===== config.mk =====
export PLATFORM = sky130hd
export DESIGN_NAME = ed_pipe_stats
export DESIGN_NICKNAME = d
export VERILOG_FILES = /design/src/rtl/ed_pipe_stats.sv
export SDC_FILE = /design/constraint.sdc
export NUM_CORES = 1
export LEC_CHECK = 0
export CAP_MARGIN = 0
export CORE_UTILIZATION = 50
export DETAILED_ROUTE_END_ITERATION = 8
export HOLD_SLACK_MARGIN = 0.15
export PLACE_DENSITY_LB_ADDON = 0.05
export SLEW_MARGIN = 15
export SYNTH_ARGS = -nofsm -noshare
export SYNTH_HDL_FRONTEND = slang
export SYNTH_SLANG_ARGS = --single-unit

===== constraint.sdc =====
create_clock -name clk -period 3.72 [get_ports clk]
set_clock_uncertainty 0.15 [all_clocks]
set_input_delay 0.93 -clock clk [delete_from_list [all_inputs] [get_ports clk]]
set_output_delay 0.93 -clock clk [all_outputs]
set_load 0.005 [all_outputs]

===== src/rtl/ed_pipe_stats.sv =====
// Pipelined 3x3 edge classifier with valid/ready flow control.
// It keeps per-frame counts of each edge class.
module ed_pipe_stats #(
  parameter int DATA_W         = 8,
  parameter int CNT_W          = 20,
  parameter int THRESH_DEFAULT = 80
) (
  input  logic              clk,
  input  logic              rst_n,
  input  logic              in_valid,
  output logic              in_ready,
  input  logic [DATA_W-1:0] in_p1,
  input  logic [DATA_W-1:0] in_p2,
  input  logic [DATA_W-1:0] in_p3,
  input  logic [DATA_W-1:0] in_p4,
  input  logic [DATA_W-1:0] in_p6,
  input  logic [DATA_W-1:0] in_p7,
  input  logic [DATA_W-1:0] in_p8,
  input  logic [DATA_W-1:0] in_p9,
  input  logic              in_eof,
  input  logic              thr_wr,
  input  logic [DATA_W-1:0] thr_in,
  output logic              out_valid,
  input  logic              out_ready,
  output logic [1:0]        ed_class,
  output logic [3:0]        dir_mask,
  output logic              out_eof,
  output logic              stat_valid,
  output logic [CNT_W-1:0]  stat_diag,
  output logic [CNT_W-1:0]  stat_vh,
  output logic [CNT_W-1:0]  stat_none
);

  typedef logic [DATA_W-1:0] px_t;
  typedef logic [CNT_W-1:0]  cnt_t;

  typedef struct packed {
    logic           v;
    logic           eof;
    px_t            thr;
    logic [3:0][DATA_W-1:0] d;
  } s1_t;

  typedef struct packed {
    logic       v;
    logic       eof;
    logic [3:0] m;
  } s2_t;

  typedef struct packed {
    logic       v;
    logic       eof;
    logic [1:0] cls;
    logic [3:0] m;
  } s3_t;

  localparam px_t THR_RST = px_t'(THRESH_DEFAULT);

  function automatic px_t absd(input px_t a, input px_t b);
    return (a > b) ? (a - b) : (b - a);
  endfunction

  function automatic cnt_t sat_inc(input cnt_t c);
    return (&c) ? c : c + 1'b1;
  endfunction

  s1_t s1;
  s2_t s2;
  s3_t s3;

  px_t thr_act;
  px_t thr_pend;

  cnt_t cnt_diag, cnt_vh, cnt_none;
  cnt_t diag_nx, vh_nx, none_nx;

  logic       en;
  logic       acc;
  logic       handoff;
  logic [3:0] mask_nx;
  logic [1:0] cls_nx;

  assign en       = out_ready || !s3.v;
  assign in_ready = en && rst_n;
  assign acc      = in_valid && in_ready;
  assign handoff  = s3.v && out_ready;

  assign out_valid = s3.v;
  assign ed_class  = s3.cls;
  assign dir_mask  = s3.m;
  assign out_eof   = s3.eof;

  always_comb begin
    mask_nx = '0;
    for (int i = 0; i < 4; i++) begin
      mask_nx[i] = (s1.d[i] >= s1.thr);
    end
  end

  // Diagonal wins over vertical/horizontal.
  always_comb begin
    cls_nx = 2'b00;
    if (|s2.m[1:0]) begin
      cls_nx = 2'b10;
    end else if (|s2.m[3:2]) begin
      cls_nx = 2'b01;
    end
  end

  always_ff @(posedge clk) begin
    if (!rst_n) begin
      s1 <= '0;
      s2 <= '0;
      s3 <= '0;
    end else if (en) begin
      s1.v    <= in_valid;
      s1.eof  <= in_eof;
      s1.thr  <= thr_act;
      s1.d[0] <= absd(in_p1, in_p9);
      s1.d[1] <= absd(in_p3, in_p7);
      s1.d[2] <= absd(in_p4, in_p6);
      s1.d[3] <= absd(in_p2, in_p8);
      s2.v    <= s1.v;
      s2.eof  <= s1.eof;
      s2.m    <= mask_nx;
      s3.v    <= s2.v;
      s3.eof  <= s2.eof;
      s3.m    <= s2.m;
      s3.cls  <= cls_nx;
    end
  end

  // The eof beat keeps the old threshold; the frame after it sees the new one.
  always_ff @(posedge clk) begin
    if (!rst_n) begin
      thr_act  <= THR_RST;
      thr_pend <= THR_RST;
    end else begin
      if (thr_wr) begin
        thr_pend <= thr_in;
      end
      if (acc && in_eof) begin
        thr_act <= thr_wr ? thr_in : thr_pend;
      end
    end
  end

  always_comb begin
    diag_nx = cnt_diag;
    vh_nx   = cnt_vh;
    none_nx = cnt_none;
    if (handoff) begin
      unique case (s3.cls)
        2'b10:   diag_nx = sat_inc(cnt_diag);
        2'b01:   vh_nx   = sat_inc(cnt_vh);
        default: none_nx = sat_inc(cnt_none);
      endcase
    end
  end

  always_ff @(posedge clk) begin
    if (!rst_n) begin
      cnt_diag   <= '0;
      cnt_vh     <= '0;
      cnt_none   <= '0;
      stat_diag  <= '0;
      stat_vh    <= '0;
      stat_none  <= '0;
      stat_valid <= 1'b0;
    end else begin
      stat_valid <= 1'b0;
      if (handoff && s3.eof) begin
        stat_diag  <= diag_nx;
        stat_vh    <= vh_nx;
        stat_none  <= none_nx;
        stat_valid <= 1'b1;
        cnt_diag   <= '0;
        cnt_vh     <= '0;
        cnt_none   <= '0;
      end else begin
        cnt_diag <= diag_nx;
        cnt_vh   <= vh_nx;
        cnt_none <= none_nx;
      end
    end
  end

endmodule


==> flow_summary.json, run 1 <==
{
  "run_status": "completed",
  "synth.area.top_cells": "sky130_fd_sc_hd__dfxtp_1 (37%), sky130_fd_sc_hd__ha_1 (11%), sky130_fd_sc_hd__nand2_1 (5.4%)",
  "timing.hold.worst.start": "stat_none[4]$_SDFFE_PN0P_",
  "first_global_vias": 8367,
  "crit_path_max_fanout": 2,
  "ys.warnings.count": 0,
  "dr.first_iter.drc_count": 349,
  "post_cts_hold_buffer_count": 0,
  "netlist_instances": 1279,
  "postSynth.asyncResetShare_pct": 0,
  "worst_path_max_delay_cell": "sky130_fd_sc_hd__clkdlybuf4s50_1",
  "cp_num_buf_inv": 2,
  "synth-seq-cells": 193,
  "critical_path_sink_type": "primary output",
  "synthDominantCellAreaShare_pct": 36.5,
  "die_h_um": 147,
  "netlist.top_cell.by_area": "sky130_fd_sc_hd__dfxtp_1",
  "detail_routed_via_count_per_cell": 5.26,
  "clk_path_buf_depth": 2,
  "grt_pass1_wl_mm": 38.3,
  "depth_of_the_worst_register_to_register_path": 9,
  "synth_enable_flop_cells": 0,
  "placeableCoreArea_mm2": 0.0205,
  "detailroute.via_count": 8933,
  "drt-pass1-iter-count": 5,
  "cts_setup_buffers": 0,
  "fp-row-count": 52,
  "maxSlewHeadroom_pct": 58.6,
  "timing.critical_path.cells": "clkdlybuf4s50_1, nor2b_4, nor2_1, clkdlybuf4s50_1",
  "cell_internal_pwr_mw": 3.61,
  "ant_nets": 0,
  "worstSetupPathDepth": 4,
  "synth.yosys.seq_area_share_pct": 36.5,
  "cts.repair.resized": 0,
  "hold_violations": 0,
  "power.leakage_nw": 5.43,
  "arrival_ns": 2.34,
  "io_buffer_count": 147,
  "synth_top_flop_cell": "sky130_fd_sc_hd__dfxtp_1",
  "power.switching_mw": 1.36,
  "clock_power_share_pct": 38.0,
  "final_cells": 1698,
  "n_fill_cell": 1876,
  "period_share_pct": 91.8,
  "hold_ws_ns": 0.298,
  "worst_r2r_endpoint": "stat_none[19]$_SDFFE_PN0P_",
  "power.switching_fraction_pct": 27.3,
  "diodes": 0,
  "crit-reg2reg-launch": "ed_class[0]$_SDFFE_PN0N_",
  "die_w_um": 147,
  "critPathRequiredTime_ns": 2.64,
  "min_path_cells": 2,
  "synth_area_per_cell_um2": 8.27,
  "hold_class": "reg -> reg",
  "area_growth_pct": 23.4,
  "finish.utilization_pct": 63.7,
  "family_with_the_most_delay_on_the_worst_path": "buffers and inverters",
  "floorplan.initialDensity_pct": 51.6,
  "place_inst": 1666,
  "critPathLaunchType": "input port",
  "finalSetupTns_ns": 0,
  "cts_htree_levels": 4,
  "post_dp_hpwl_mm": 16.4,
  "clock_tree_from_tritoncts": "done",
  "initial_antenna_violation_count": 0,
  "cpMostUsedCell": "sky130_fd_sc_hd__clkdlybuf4s50_1",
  "combPwrFrac_pct": 17.3,
  "grtUsageTotal_pct": 21.3,
  "route.detailed.wl_per_inst_um": 13.4,
  "netlist-cell-type-count": 48,
  "synth.top_cells.by_count": "sky130_fd_sc_hd__dfxtp_1 (193), sky130_fd_sc_hd__nand2_1 (152), sky130_fd_sc_hd__nor2_1 (117)",
  "num_io_pins": 148,
  "grt_max_degree": 72,
  "worstSkewPairLatency_ns": 0.43,
  "min_delay_worst_endpoint": "stat_none[4]$_SDFFE_PN0P_",
  "layout.nets": 1598,
  "root_buffer": "sky130_fd_sc_hd__clkbuf_16",
  "pre_cts_ws_ns": -0.126,
  "clock_period_minus_final_worst_setup_slack_ns": 3.42,
  "reg2reg_setup_slack_ns": 1.25,
  "most_instantiated_library_cell_after_synthesis": "sky130_fd_sc_hd__dfxtp_1",
  "wirelength_mm": 22.7,
  "worst_setup_path_startpoint": "out_ready",
  "clkSinkCount": 193,
  "die-area_mm2": 0.0217,
  "synth_nets": 1462,
  "maxSlewViolCount": 0,
  "share_seq_of_total_power_pct": 44.7,
  "max_stage_delay_ns": 0.59,
  "rsz_0062_raised_after_global_routing": "no",
  "global_route.overflow_total": 0,
  "detail_route.drc_violations": 0,
  "final_count_of_negative_setup_slack_endpoints": 0,
  "synth.cell_area_mm2": 0.0106,
  "gpl.final_weighted_congestion": 0.858,
  "cts.clk_slew.worst_paths_ns": 0.07,
  "final_critical_path_setup_slack_ns": 0.304,
  "power_density_mw_per_mm2": 381,
  "criticalPathCategory": "in -> out",
  "post_route_cells_drive_above_1_share_pct": 5.74,
  "max_freq_mhz": 293,
  "cts_buffers": 17,
  "peakVddDrop_mv": 0.265,
  "tightestPinTransition_ns": 0.622,
  "maxCapViolCount": 0
}
[power groups by stage]
stage	registers, mW	logic (mW)	clock network (mW)
floorplan	2.24	0.581	0
global route	2.23	0.972	2.02
global placement	2.27	0.847	0
CTS	2.22	0.868	1.93
detailed placement	2.27	0.862	0
finish	2.22	0.861	1.89
[worst min-delay path, stage by stage, from the launching register on]
cell and delay [ns]:
sky130_fd_sc_hd__dfxtp_1 0.31, sky130_fd_sc_hd__nand2_1 0.05, sky130_fd_sc_hd__o21ai_1 0.05
[flip-flops by register name (all words and copies together) (netlist names)]
signal and cells:
cnt_diag 20, out_valid 1, s2 6, cnt_vh 20, ed_class 2, stat_valid 1, stat_none 20, thr_pend 8
dir_mask 4, stat_vh 20, cnt_none 20, thr_act 8, stat_diag 20, s1 42, out_eof 1
[layout by cell type (no fill, tap or decap), types with 12 or more instances in the layout]
cell                              count
sky130_fd_sc_hd__a211oi_1            37
sky130_fd_sc_hd__a21o_1              27
sky130_fd_sc_hd__a21oi_1             75
sky130_fd_sc_hd__buf_4               25
sky130_fd_sc_hd__clkbuf_16           17
sky130_fd_sc_hd__clkdlybuf4s50_1    147
sky130_fd_sc_hd__dfxtp_1            193
sky130_fd_sc_hd__ha_1                97
sky130_fd_sc_hd__inv_1               97
sky130_fd_sc_hd__mux2i_1             43
sky130_fd_sc_hd__nand2_1            151
sky130_fd_sc_hd__nand2b_1            12
sky130_fd_sc_hd__nand3_1             42
sky130_fd_sc_hd__nand4_1             31
sky130_fd_sc_hd__nor2_1             117
sky130_fd_sc_hd__nor2b_1             17
sky130_fd_sc_hd__nor3_1              15
sky130_fd_sc_hd__o21ai_0             60
sky130_fd_sc_hd__o21ai_1             38
sky130_fd_sc_hd__or3_1               15
sky130_fd_sc_hd__xnor2_1             28
sky130_fd_sc_hd__xor2_1              31
[routing by layer]
metal  up-vias  GRT usage, %  routed length, µm
li1       4646             -                  -
met1      4102          26.5              10600
met2       168          38.6              11300
met3        17          2.99                644
met4         0          5.21                190
met5         -             0                  0
[cell type report]
class / count / area, µm² / area share, %
timing repair buffer: 176 / 1740 / 13.3
sequential: 193 / 3860 / 29.6
multi-input combinational: 929 / 6120 / 46.9
tap: 270 / 338 / 2.59
inverter: 98 / 368 / 2.82
clock inverter: 15 / 194 / 1.49
clock buffer: 17 / 425 / 3.26
[cells by family (layout without fill, tap and decap cells)]
group                    Yosys count  count (layout)  synth area share (%)
flip-flops                       193             193                  36.5
adder cells (fa/ha/maj)          105             105                  13.0
XOR/XNOR                          59              59                  4.88
buffers and inverters            157             306                  5.74
AND/OR/NAND/NOR                  442             442                  19.5
multiplexers                      47              47                  4.49
AO/OA/AOI/OAI                    276             276                  15.9
[worst max path at each step]
stage	end	slack [ns]
floorplan	s1[21]$_SDFFE_PN0N_	0.54
global placement	s1[21]$_SDFFE_PN0N_	-0.03
detailed placement	s1[21]$_SDFFE_PN0N_	-0.13
CTS	in_ready	0.27
global route	s1[7]$_SDFFE_PN0N_	0.21
finish	in_ready	0.30
[through the flow]
step	total power [mW]	area, µm²
2_1_floorplan	2.83	10600
3_3_place_gp	3.11	12400
3_5_place_dp	3.13	12400
4_1_cts	5.02	13100
5_1_grt	5.22	13100
6_report	4.97	13100
Note: power is estimated with default switching activity, not from simulation.
==> run 2, diff against run 1 <==
SETUP_SLACK_MARGIN = 0.02   (was default)
==> results of run 2 <==
No change in the layout: final DEF, timing and power equal those of run 1.
==> run 3, diff against run 2 <==
GPL_ROUTABILITY_DRIVEN = 0   (was default)
==> results of run 3 <==
No change in the layout: final DEF, timing and power equal those of run 1.
